File: src/rtl/timer_device.sv
// Memory-mapped countdown timer for the system bridge; drives one CP0 hw_int bit.
// Ports: clk, reset (sync, active-high), addr[31:2], we, wdata -> rdata, irq.
module timer_device (
  input  logic        clk,
  input  logic        reset,
  input  logic [29:0] addr,
  input  logic        we,
  input  logic [31:0] wdata,
  output logic [31:0] rdata,
  output logic        irq
);

  typedef enum logic [1:0] {
    S_IDLE = 2'd0,
    S_LOAD = 2'd1,
    S_CNT  = 2'd2,
    S_INT  = 2'd3
  } state_t;

  state_t      state_q;
  state_t      state_d;
  logic [3:0]  ctrl_q;
  logic [3:0]  ctrl_d;
  logic [3:0]  ctrl_w;
  logic [31:0] preset_q;
  logic [31:0] preset_d;
  logic [31:0] count_q;
  logic [31:0] count_d;
  logic        flag_q;
  logic        flag_d;
  logic        wr_ctrl;
  logic        wr_preset;
  logic        expire;
  logic        en_w;
  logic        auto_w;
  logic        unused_addr;

  assign unused_addr = ^addr[29:2];

  assign wr_ctrl   = we && (addr[1:0] == 2'd0);
  assign wr_preset = we && (addr[1:0] == 2'd1);

  // CTRL as it stands after this cycle's CPU write
  assign ctrl_w = wr_ctrl ? wdata[3:0] : ctrl_q;
  assign en_w   = ctrl_w[0];
  assign auto_w = (ctrl_w[2:1] == 2'b01);

  always_comb begin
    state_d  = state_q;
    ctrl_d   = ctrl_w;
    count_d  = count_q;
    preset_d = wr_preset ? wdata : preset_q;
    flag_d   = flag_q;
    expire   = 1'b0;
    if (wr_ctrl || wr_preset)
      flag_d = 1'b0;
    unique case (state_q)
      // start only from an enable already held in CTRL,
      // so a fresh enable costs one settle cycle
      S_IDLE: begin
        if (ctrl_q[0] && en_w)
          state_d = S_LOAD;
      end
      S_LOAD: begin
        if (!en_w) begin
          state_d = S_IDLE;
        end else begin
          count_d = preset_q;
          state_d = S_CNT;
        end
      end
      S_CNT: begin
        if (!en_w) begin
          state_d = S_IDLE;
        end else if (count_q > 32'd1) begin
          count_d = count_q - 32'd1;
        end else begin
          count_d = 32'd0;
          expire  = 1'b1;
          state_d = S_INT;
        end
      end
      S_INT: begin
        if (auto_w) begin
          flag_d  = 1'b0;
          state_d = en_w ? S_LOAD : S_IDLE;
        end else begin
          ctrl_d[0] = 1'b0;
          state_d   = S_IDLE;
        end
      end
      default: state_d = S_IDLE;
    endcase
    // expiry beats a same-cycle ack
    if (expire)
      flag_d = 1'b1;
  end

  always_ff @(posedge clk) begin
    if (reset) begin
      state_q  <= S_IDLE;
      ctrl_q   <= 4'd0;
      preset_q <= 32'd0;
      count_q  <= 32'd0;
      flag_q   <= 1'b0;
    end else begin
      state_q  <= state_d;
      ctrl_q   <= ctrl_d;
      preset_q <= preset_d;
      count_q  <= count_d;
      flag_q   <= flag_d;
    end
  end

  always_comb begin
    rdata = 32'd0;
    case (addr[1:0])
      2'd0:    rdata = {28'd0, ctrl_q};
      2'd1:    rdata = preset_q;
      2'd2:    rdata = count_q;
      default: rdata = 32'd0;
    endcase
  end

  assign irq = flag_q & ctrl_q[3];

endmodule

File: config.mk
export PLATFORM = sky130hd
export DESIGN_NAME = timer_device
export DESIGN_NICKNAME = d
export VERILOG_FILES = /design/src/rtl/timer_device.sv
export SDC_FILE = /design/constraint.sdc
export NUM_CORES = 1
export LEC_CHECK = 0
export BUFFER_PORTS_ARGS = -buffer_cell sky130_fd_sc_hd__buf_2
export CAP_MARGIN = 10
export CORE_ASPECT_RATIO = 1.5
export CORE_MARGIN = 1.5
export CORE_UTILIZATION = 45
export DETAILED_ROUTE_END_ITERATION = 8
export PLACE_DENSITY = 0.8
export SYNTH_ARGS = -nofsm -noshare
export SYNTH_HDL_FRONTEND = slang
export SYNTH_SLANG_ARGS = --single-unit
File: constraint.sdc
create_clock -name clk -period 4.9 [get_ports clk]
set_input_delay 0.245 -clock clk [delete_from_list [all_inputs] [get_ports clk]]
set_output_delay 0.245 -clock clk [all_outputs]
set_load 0.05 [all_outputs]
# Yosys cells after proc, flatten, opt, wreduce, memory -nomap -nowiden
# Cells that the tools add are included.
# Widths: inputs -> output; s select.
dict set report op_classes {
  n_addsub 1
  n_lt_le_gt_ge 1
  eq_ne 10
  muxes 22
  bitwise 1
  reduce_logical 9
}
# operator count
set ops {}
lappend ops {{$mux 32} 3}
lappend ops {{$pmux 32 s3} 1}
lappend ops {{$pmux 32 s2} 1}
lappend ops {{$gt 32x1->1 const B} 1}
lappend ops {{$sub 32x1->32 const B} 1}
lappend ops {{$mux 1} 11}
lappend ops {{$mux 2} 4}
lappend ops {{$pmux 2 s4} 1}
lappend ops {{$eq 2x1->1 const B} 3}
lappend ops {{$eq 2x2->1 const B} 3}
lappend ops {{$ne 2x2->1 const B} 3}
lappend ops {{$logic_not 2->1} 2}
lappend ops {{$logic_and 1x1->1} 3}
lappend ops {{$mux 3} 1}
lappend ops {{$ne 3x3->1 const B} 1}
lappend ops {{$reduce_and 3->1} 1}
lappend ops {{$reduce_and 2->1} 1}
lappend ops {{$reduce_bool 2->1} 1}
lappend ops {{$and 1x1->1} 1}
lappend ops {{$logic_or 1x1->1} 1}
dict set report word_totals {
  ff_bits 71
  inputBits 65
  output_inout_bits 33
  wordCells 50
}

# Logic depth before layout (Yosys ltp)
# Gate-level depths: netlist of the first run.
dict set report logic_depth {
  word_depth 7
  ltp_mapped 10
  mapped_depth_nobuf 8
}

# Worst setup path before layout of the first run
# OpenSTA, ideal clock, no wires.
dict set report synth_timing {
  path_type {register -> register}
  startpoint {register count_q[4]}
  endpoint {register count_q[17]}
  setup_time_ns 0.117
  arrival_time_ns 2.339
  required_ns 4.783
  setup_slack_ns 2.444
  stages_incl_launch_ff 8
  n_path_buf 2
  synth_period_minus_slack_ns 2.456
  cell_sequence {dfxtp_1 > or4_1 > buf_2 > or4_4 > o31ai_4 > buf_6 > o21ai_1 > a32o_1}
}
dict set report synth_between {
  elab_chain_len 4
  elab_cells_between_ends 5
  cone_classes {add/sub: 1; order compare: 1; mux: 3}
}
# item line
set synth_lines {}
lappend synth_lines {{start, declared} 27} ;# logic [31:0] count_q;
lappend synth_lines {{start signal, assigned} 110} ;# count_q <= count_d;
lappend synth_lines {{$sub 32x1->32 / $gt 32x1->1 (equally long branches)} {76, 75}}
lappend synth_lines {{$mux 32 *} 75} ;# end else if (count_q > 32'd1) begin
lappend synth_lines {{$mux 32 *} 73} ;# if (!en_w) begin
lappend synth_lines {{$pmux 32 s2 *} 57} ;# unique case (state_q)
# Every way passes the cells marked *; elsewhere a longest branch is shown, timed or not. The select of a mux whose other input is x is not followed.
# A chain may end at the register's enable or synchronous reset.

# Worst setup path in the final report of the first run
dict set report layout_timing {
  startpoint {register count_q[4]}
  endpoint {register count_q[22]}
}
# Same word-level chain as after synthesis.

==> run metrics, run 1 <==
Initial DRC Count=338; CTS Hold Bufs=0; total congestion overflow=0; CTS root buf=clkbuf_16; CP Capture Type=register; chip height=117 µm; Logic pwr share=0.078; top cells by area, synth=dfxtp_1 (37%), nand2_1 (9.5%), a21oi_1 (6.6%); largest net degree at the start of global routing=58; final instance area=0.00457 mm²; Worst Path Buf+Inv=1; postcts setup bufs=0; area leader, netlist=dfxtp_1; GRT met2 Usage=0.452; Synth Register Bits=71; vias in the first global route=4063; first-pass GRT wire length=19200 µm; Worst Tran Pin Value=808 ps; Slew headroom=0.457; share of layout cells above drive strength 1=0.182; worst vdd rail ir drop=192 µV; fin crit period=3290 ps; mapped cell area=0.00388 mm²; Clock Skews=7.74 ps; EDFF count, synth=0; CTS clk-pin slew, worst paths=60 ps; Die ar.=0.00921 mm²; Final Net Count=629; Post-synth top flop=dfxtp_1; met3 Track Usage GR=0.0609; CTS tree=yes; CTS Buf Count=9; CP Data Arrival Time=3490 ps; count leader, synth=nand2_1; Power per Cell Area=299 mW/mm²; final setup violating endpoints=0; total track usage=0.267; Switching Share=0.249; share of the synthesized area in the top cell type=0.366; DIE WIDTH=78.8 µm; number of vias per cell=6.29; Fill cells=837; initial antenna violation count=0; Crit Path Max Fanout=19; Post-DRT Antenna Nets=0; Final Max Slew Viols=0; Register Area=0.00142 mm²; # resized after CTS=0; total number of vias=4237; Avg Cell Area, Syn=7.54 µm²; global routing's busiest layer=met2; Layout area overhead=17.8%; CP Cell Sequence=or4_1, or4_4, o31ai_4, buf_4, nor4_1, a211oi_1, o21ai_0; clock buffer depth=2; register area share after synthesis=0.366; max cap viols=0; H-tree levels=3; Syn Nets=582; Net Switching=0.000341 W; Critical Path Start Type=register; Clk pwr share=0.483; Multi-input gate area=0.00225 mm²; IO buf count=69; max incr delay on CP=660 ps; worst hold path type=input port to register; Mapped Cells=515; Routed WL=11700 µm; final hold violation count=0; Crit-path slowest cell=or4_1; yosys synthesis warning count=0; RePlAce Congestion=0.916; n_diodes=0; Max Fclk=0.304 GHz; Netlist cell types=48; Post-synth ARST share=0; P_leak=1.77 nW; synth cell count leaders=nand2_1 (98), dfxtp_1 (71), a21oi_1 (51); WP data required=5100 ps; Post-DP HPWL=7740 µm; DR WL/cell=17.4 µm; kind of critical path=register to register; crit share post-route=0.671; Clock Latency Late Sink=350 ps; CTS sink count=71; Ports=98; run status=complete, no violations; Cell Rows=41; first drt pass iteration count=5; internal power=0.00103 W; total negative slack=0 ps; sequential share of power=0.439; Initial Util=0.461; Top delay family on crit path=simple AND/OR/NAND/NOR gates; Core Region=0.00841 mm²; RSZ-0062 raised after global routing=no; placed instance area=0.00426 mm²; met1 Track Usage GR=0.307; DRC=0
tightest hold or removal path: stages:
cell and delay [ps]:
buf_2 90, nand2_1 50, a21oi_1 50
power by group through the flow:
stage          Sequential [W]  Combinational [W]  Clock (W)
2_1_floorplan        0.000607          0.0000708          0
3_3_place_gp         0.000613          0.0000999          0
3_5_place_dp         0.000614           0.000102          0
4_1_cts              0.000602           0.000103   0.000668
5_1_grt              0.000602           0.000117   0.000692
6_report             0.000600           0.000107   0.000661
final timing paths:
kind	cells past startpoint	startpoint	slack (ps)	end
worst max-delay path	7	count_q[4]	1610	count_q[22]
worst min-delay path	3	wdata[16]	130	preset_q[16]
worst max register to register	7	count_q[4]	1610	count_q[22]
worst min register to register	2	preset_q[25]	470	preset_q[25]
state kept, by name (all words and copies together), names as in the netlist:
| name | cells |
|---|---|
| count_q | 32 |
| preset_q | 32 |
| ctrl_q | 4 |
| state_q | 2 |
| flag_q | 1 |
layer usage:
layer | share of wire | wire length, µm | up-vias
met5 | 0 | 0 | -
met4 | 0.040 | 473 | 0
met3 | 0.080 | 933 | 48
met2 | 0.49 | 5790 | 215
met1 | 0.39 | 4520 | 1971
li1 | - | - | 2003
cells by family after synthesis:
group / after synthesis / share of synthesized area
buffers and inverters: 54 / 0.0564
muxes: 9 / 0.0232
DFF: 71 / 0.366
and+or+nand+nor: 207 / 0.250
AOI/OAI and AO/OA: 172 / 0.297
adders and majority gates: 2 / 0.00644
cell usage in the layout (no fill, tap or decap), types with 3 or more instances in the layout:
cell and n:
a21oi_1 50, a22o_1 28, a22oi_1 7, a31oi_1 8, a32o_1 15, and2_1 3
and3_1 3, buf_2 69, buf_4 8, clkbuf_16 9, clkinv_2 3, dfxtp_1 71
inv_1 12, mux2i_1 9, nand2_1 98, nand2b_1 4, nand3_1 18, nand4_1 5
nor2_1 23, nor3_1 17, nor4_1 11, o211ai_1 4, o21ai_0 19, o21ai_1 21
o31ai_1 3, o41ai_1 4, or3_1 4, or4_1 5
cell type report:
class                      instances  share of cell area
clock buffer                      10              0.0523
clock inverter                     6              0.0131
inverter                          12             0.00985
multi-input combinational        390               0.493
sequential                        71               0.311
tap                              107              0.0293
timing repair buffer              78              0.0919
stage by stage:
stage                     cells  utilization  power [W]  setup WS, ps  hold WS (ps)
after floorplan             515            -   0.000678          2440           381
after global placement      657        0.506   0.000713          1830           458
after detailed placement    657        0.506   0.000716          1710           461
after CTS                   673        0.542    0.00137          1640           128
after global routing        674        0.544    0.00141          1480           134
final                       674        0.544    0.00137          1610           133
No activity file was read; power rests on OpenSTA's default activity.
==> run 2, diff against run 1 <==
--- a/config.mk
+++ b/config.mk
@@ -11,7 +11,7 @@
 export CORE_MARGIN = 1.5
 export CORE_UTILIZATION = 45
 export DETAILED_ROUTE_END_ITERATION = 8
-export PLACE_DENSITY = 0.8
+export PLACE_DENSITY = 0.83
 export SYNTH_ARGS = -nofsm -noshare
 export SYNTH_HDL_FRONTEND = slang
 export SYNTH_SLANG_ARGS = --single-unit
==> constraint.sdc (replaced) <==
create_clock -name clk -period 3 [get_ports clk]
set_input_delay 0.15 -clock clk [delete_from_list [all_inputs] [get_ports clk]]
set_output_delay 0.15 -clock clk [all_outputs]
set_load 0.05 [all_outputs]
==> run 2 against run 1 <==
Net effect: clock skew decreased by 4.0 ps; final area increased by 0.38%; combinational power is 66% higher; largest cell class unchanged; die area is the same; highest routed layer unchanged; worst setup slack worse by 1400 ps; fmax up 17%; sequential power grew 63%; critical path type unchanged.
==> run metrics, run 2 (synthesized netlist as in run 1, its figures left out) <==
run status=complete, no violations; CP Data Arrival Time=3020 ps; CTS tree=yes; DIE WIDTH=78.8 µm; top flop regs=count_q x32, preset_q x32, ctrl_q x4; Crit Path Max Fanout=16; worst-case reg-to-reg path depth=7; Layout area overhead=18.2%; first-pass GRT wire length=17900 µm; Worst R2R Setup Slack=180 ps; Power per Cell Area=465 mW/mm²; Ports=98; RSZ-0062 raised after global routing=no; CTS sink count=71; Die ar.=0.00921 mm²; total negative slack=0 ps; Hold EP=preset_q[30]; H-tree levels=3; Net Switching=0.000511 W; Cell Rows=41; n_diodes=0; total congestion overflow=0; chip height=117 µm; first drt pass iteration count=5; # resized after CTS=0; number of vias per cell=6.11; Routed WL=11300 µm; Initial DRC Count=442; fin crit period=2820 ps; RR Endpoint=count_q[10]; P_leak=1.79 nW; Post-DRT Antenna Nets=0; Logic pwr share=0.084; Post-DP HPWL=7660 µm; HP Start=wdata[30]; final setup violating endpoints=0; internal power=0.00163 W; clock buffer depth=2; Power, Total=0.00214 W; RePlAce Congestion=0.926; vias in the first global route=3783; CTS clk-pin slew, worst paths=50 ps; Final Max Slew Viols=0; IO buf count=69; Clock Latency Late Sink=340 ps; CP Capture Type=register; CTS Buf Count=9; initial antenna violation count=0; final instance area=0.00459 mm²; postcts setup bufs=0; Initial Util=0.461; Hold Path Stages=3; CTS root buf=clkbuf_16; WP data required=3200 ps; most common cell after layout, fill and taps aside=nand2_1; largest net degree at the start of global routing=57; Clk pwr share=0.459; max cap viols=0; Switching Share=0.239; Worst Tran Pin Value=743 ps; Clock Skews=3.79 ps; final hold violation count=0; Slew headroom=0.501; Final Net Count=636; kind of critical path=register to register; placed instance area=0.00432 mm²; worst hold path type=input port to register; DR WL/cell=16.6 µm; crit share post-route=0.940; worst vdd rail ir drop=332 µV; total track usage=0.249; Core Region=0.00841 mm²; Critical Path Start Type=register; DRC=0; total number of vias=4161; sequential share of power=0.457; commonest non-fill, non-tap cells in the layout=nand2_1 (98), dfxtp_1 (71), buf_2 (69), a21oi_1 (50), a22o_1 (28); share of layout cells above drive strength 1=0.183; Max Fclk=0.354 GHz; CTS Hold Bufs=0; R2R Path Start=count_q[4]
[run 2: changes by cell type in the layout (fill, tap and decap cells not counted), moves of 2 or more]
cell	delta
buf_4	+8
clkbuf_1	+5
clkinv_2	-3
clkinvlp_4	-2
[run 2: power groups by stage]
stage	combinational (W)	clock, W	sequential [W]
global route	0.000196	0.00104	0.000978
CTS	0.000178	0.000998	0.000976
global placement	0.000174	0	0.000995
detailed placement	0.000177	0	0.000996
floorplan	0.000116	0	0.000991
finish	0.000178	0.000982	0.000976
[run 2: layout make-up]
cell class              count  area, µm²
flip-flops and latches     71       1420
clock buffers              16        272
well taps                 107        134
multi-input cells         390       2250
inverters                  12       45.0
repair buffers             85        465
fillers                   805       3820
[run 2: worst max-delay path by stage]
stage                  endpoint        from  cells after the start  slack, ps
floorplan           count_q[17]  count_q[4]                      7        540
global placement    count_q[17]  count_q[4]                      6        260
detailed placement  count_q[18]  count_q[4]                      6        230
CTS                 count_q[18]  count_q[4]                      6        220
global route         count_q[4]  count_q[4]                      6        100
finish              count_q[10]  count_q[4]                      7        180
[run 2: metrics by stage]
step | setup WS (ps) | utilization | std cells | hold WS, ps
final | 179 | 0.546 | 681 | 48.6
after global routing | 105 | 0.546 | 681 | 48.3
after CTS | 222 | 0.546 | 681 | 41.2
after detailed placement | 229 | 0.513 | 665 | 396
after global placement | 257 | 0.513 | 665 | 393
after floorplan | 544 | - | 515 | 286
[run 2: worst max-delay path, stage by stage (launching register included)]
cell     delay [ps]
dfxtp_1         370
or4_1           670
or4_4           600
o31ai_4         390
buf_4           300
o21ai_1         100
a32oi_1         180
o21ai_1          80
[run 2: routing by layer]
metal  wire [µm]  up-vias  part of all wire  GRT usage
met2        5630      189              0.50      0.428
met3         768       37             0.068     0.0555
met1        4540     1920              0.40      0.290
met4         361        0             0.032      0.129
met5           0        -                 0          0
li1            -     2015                 -          -
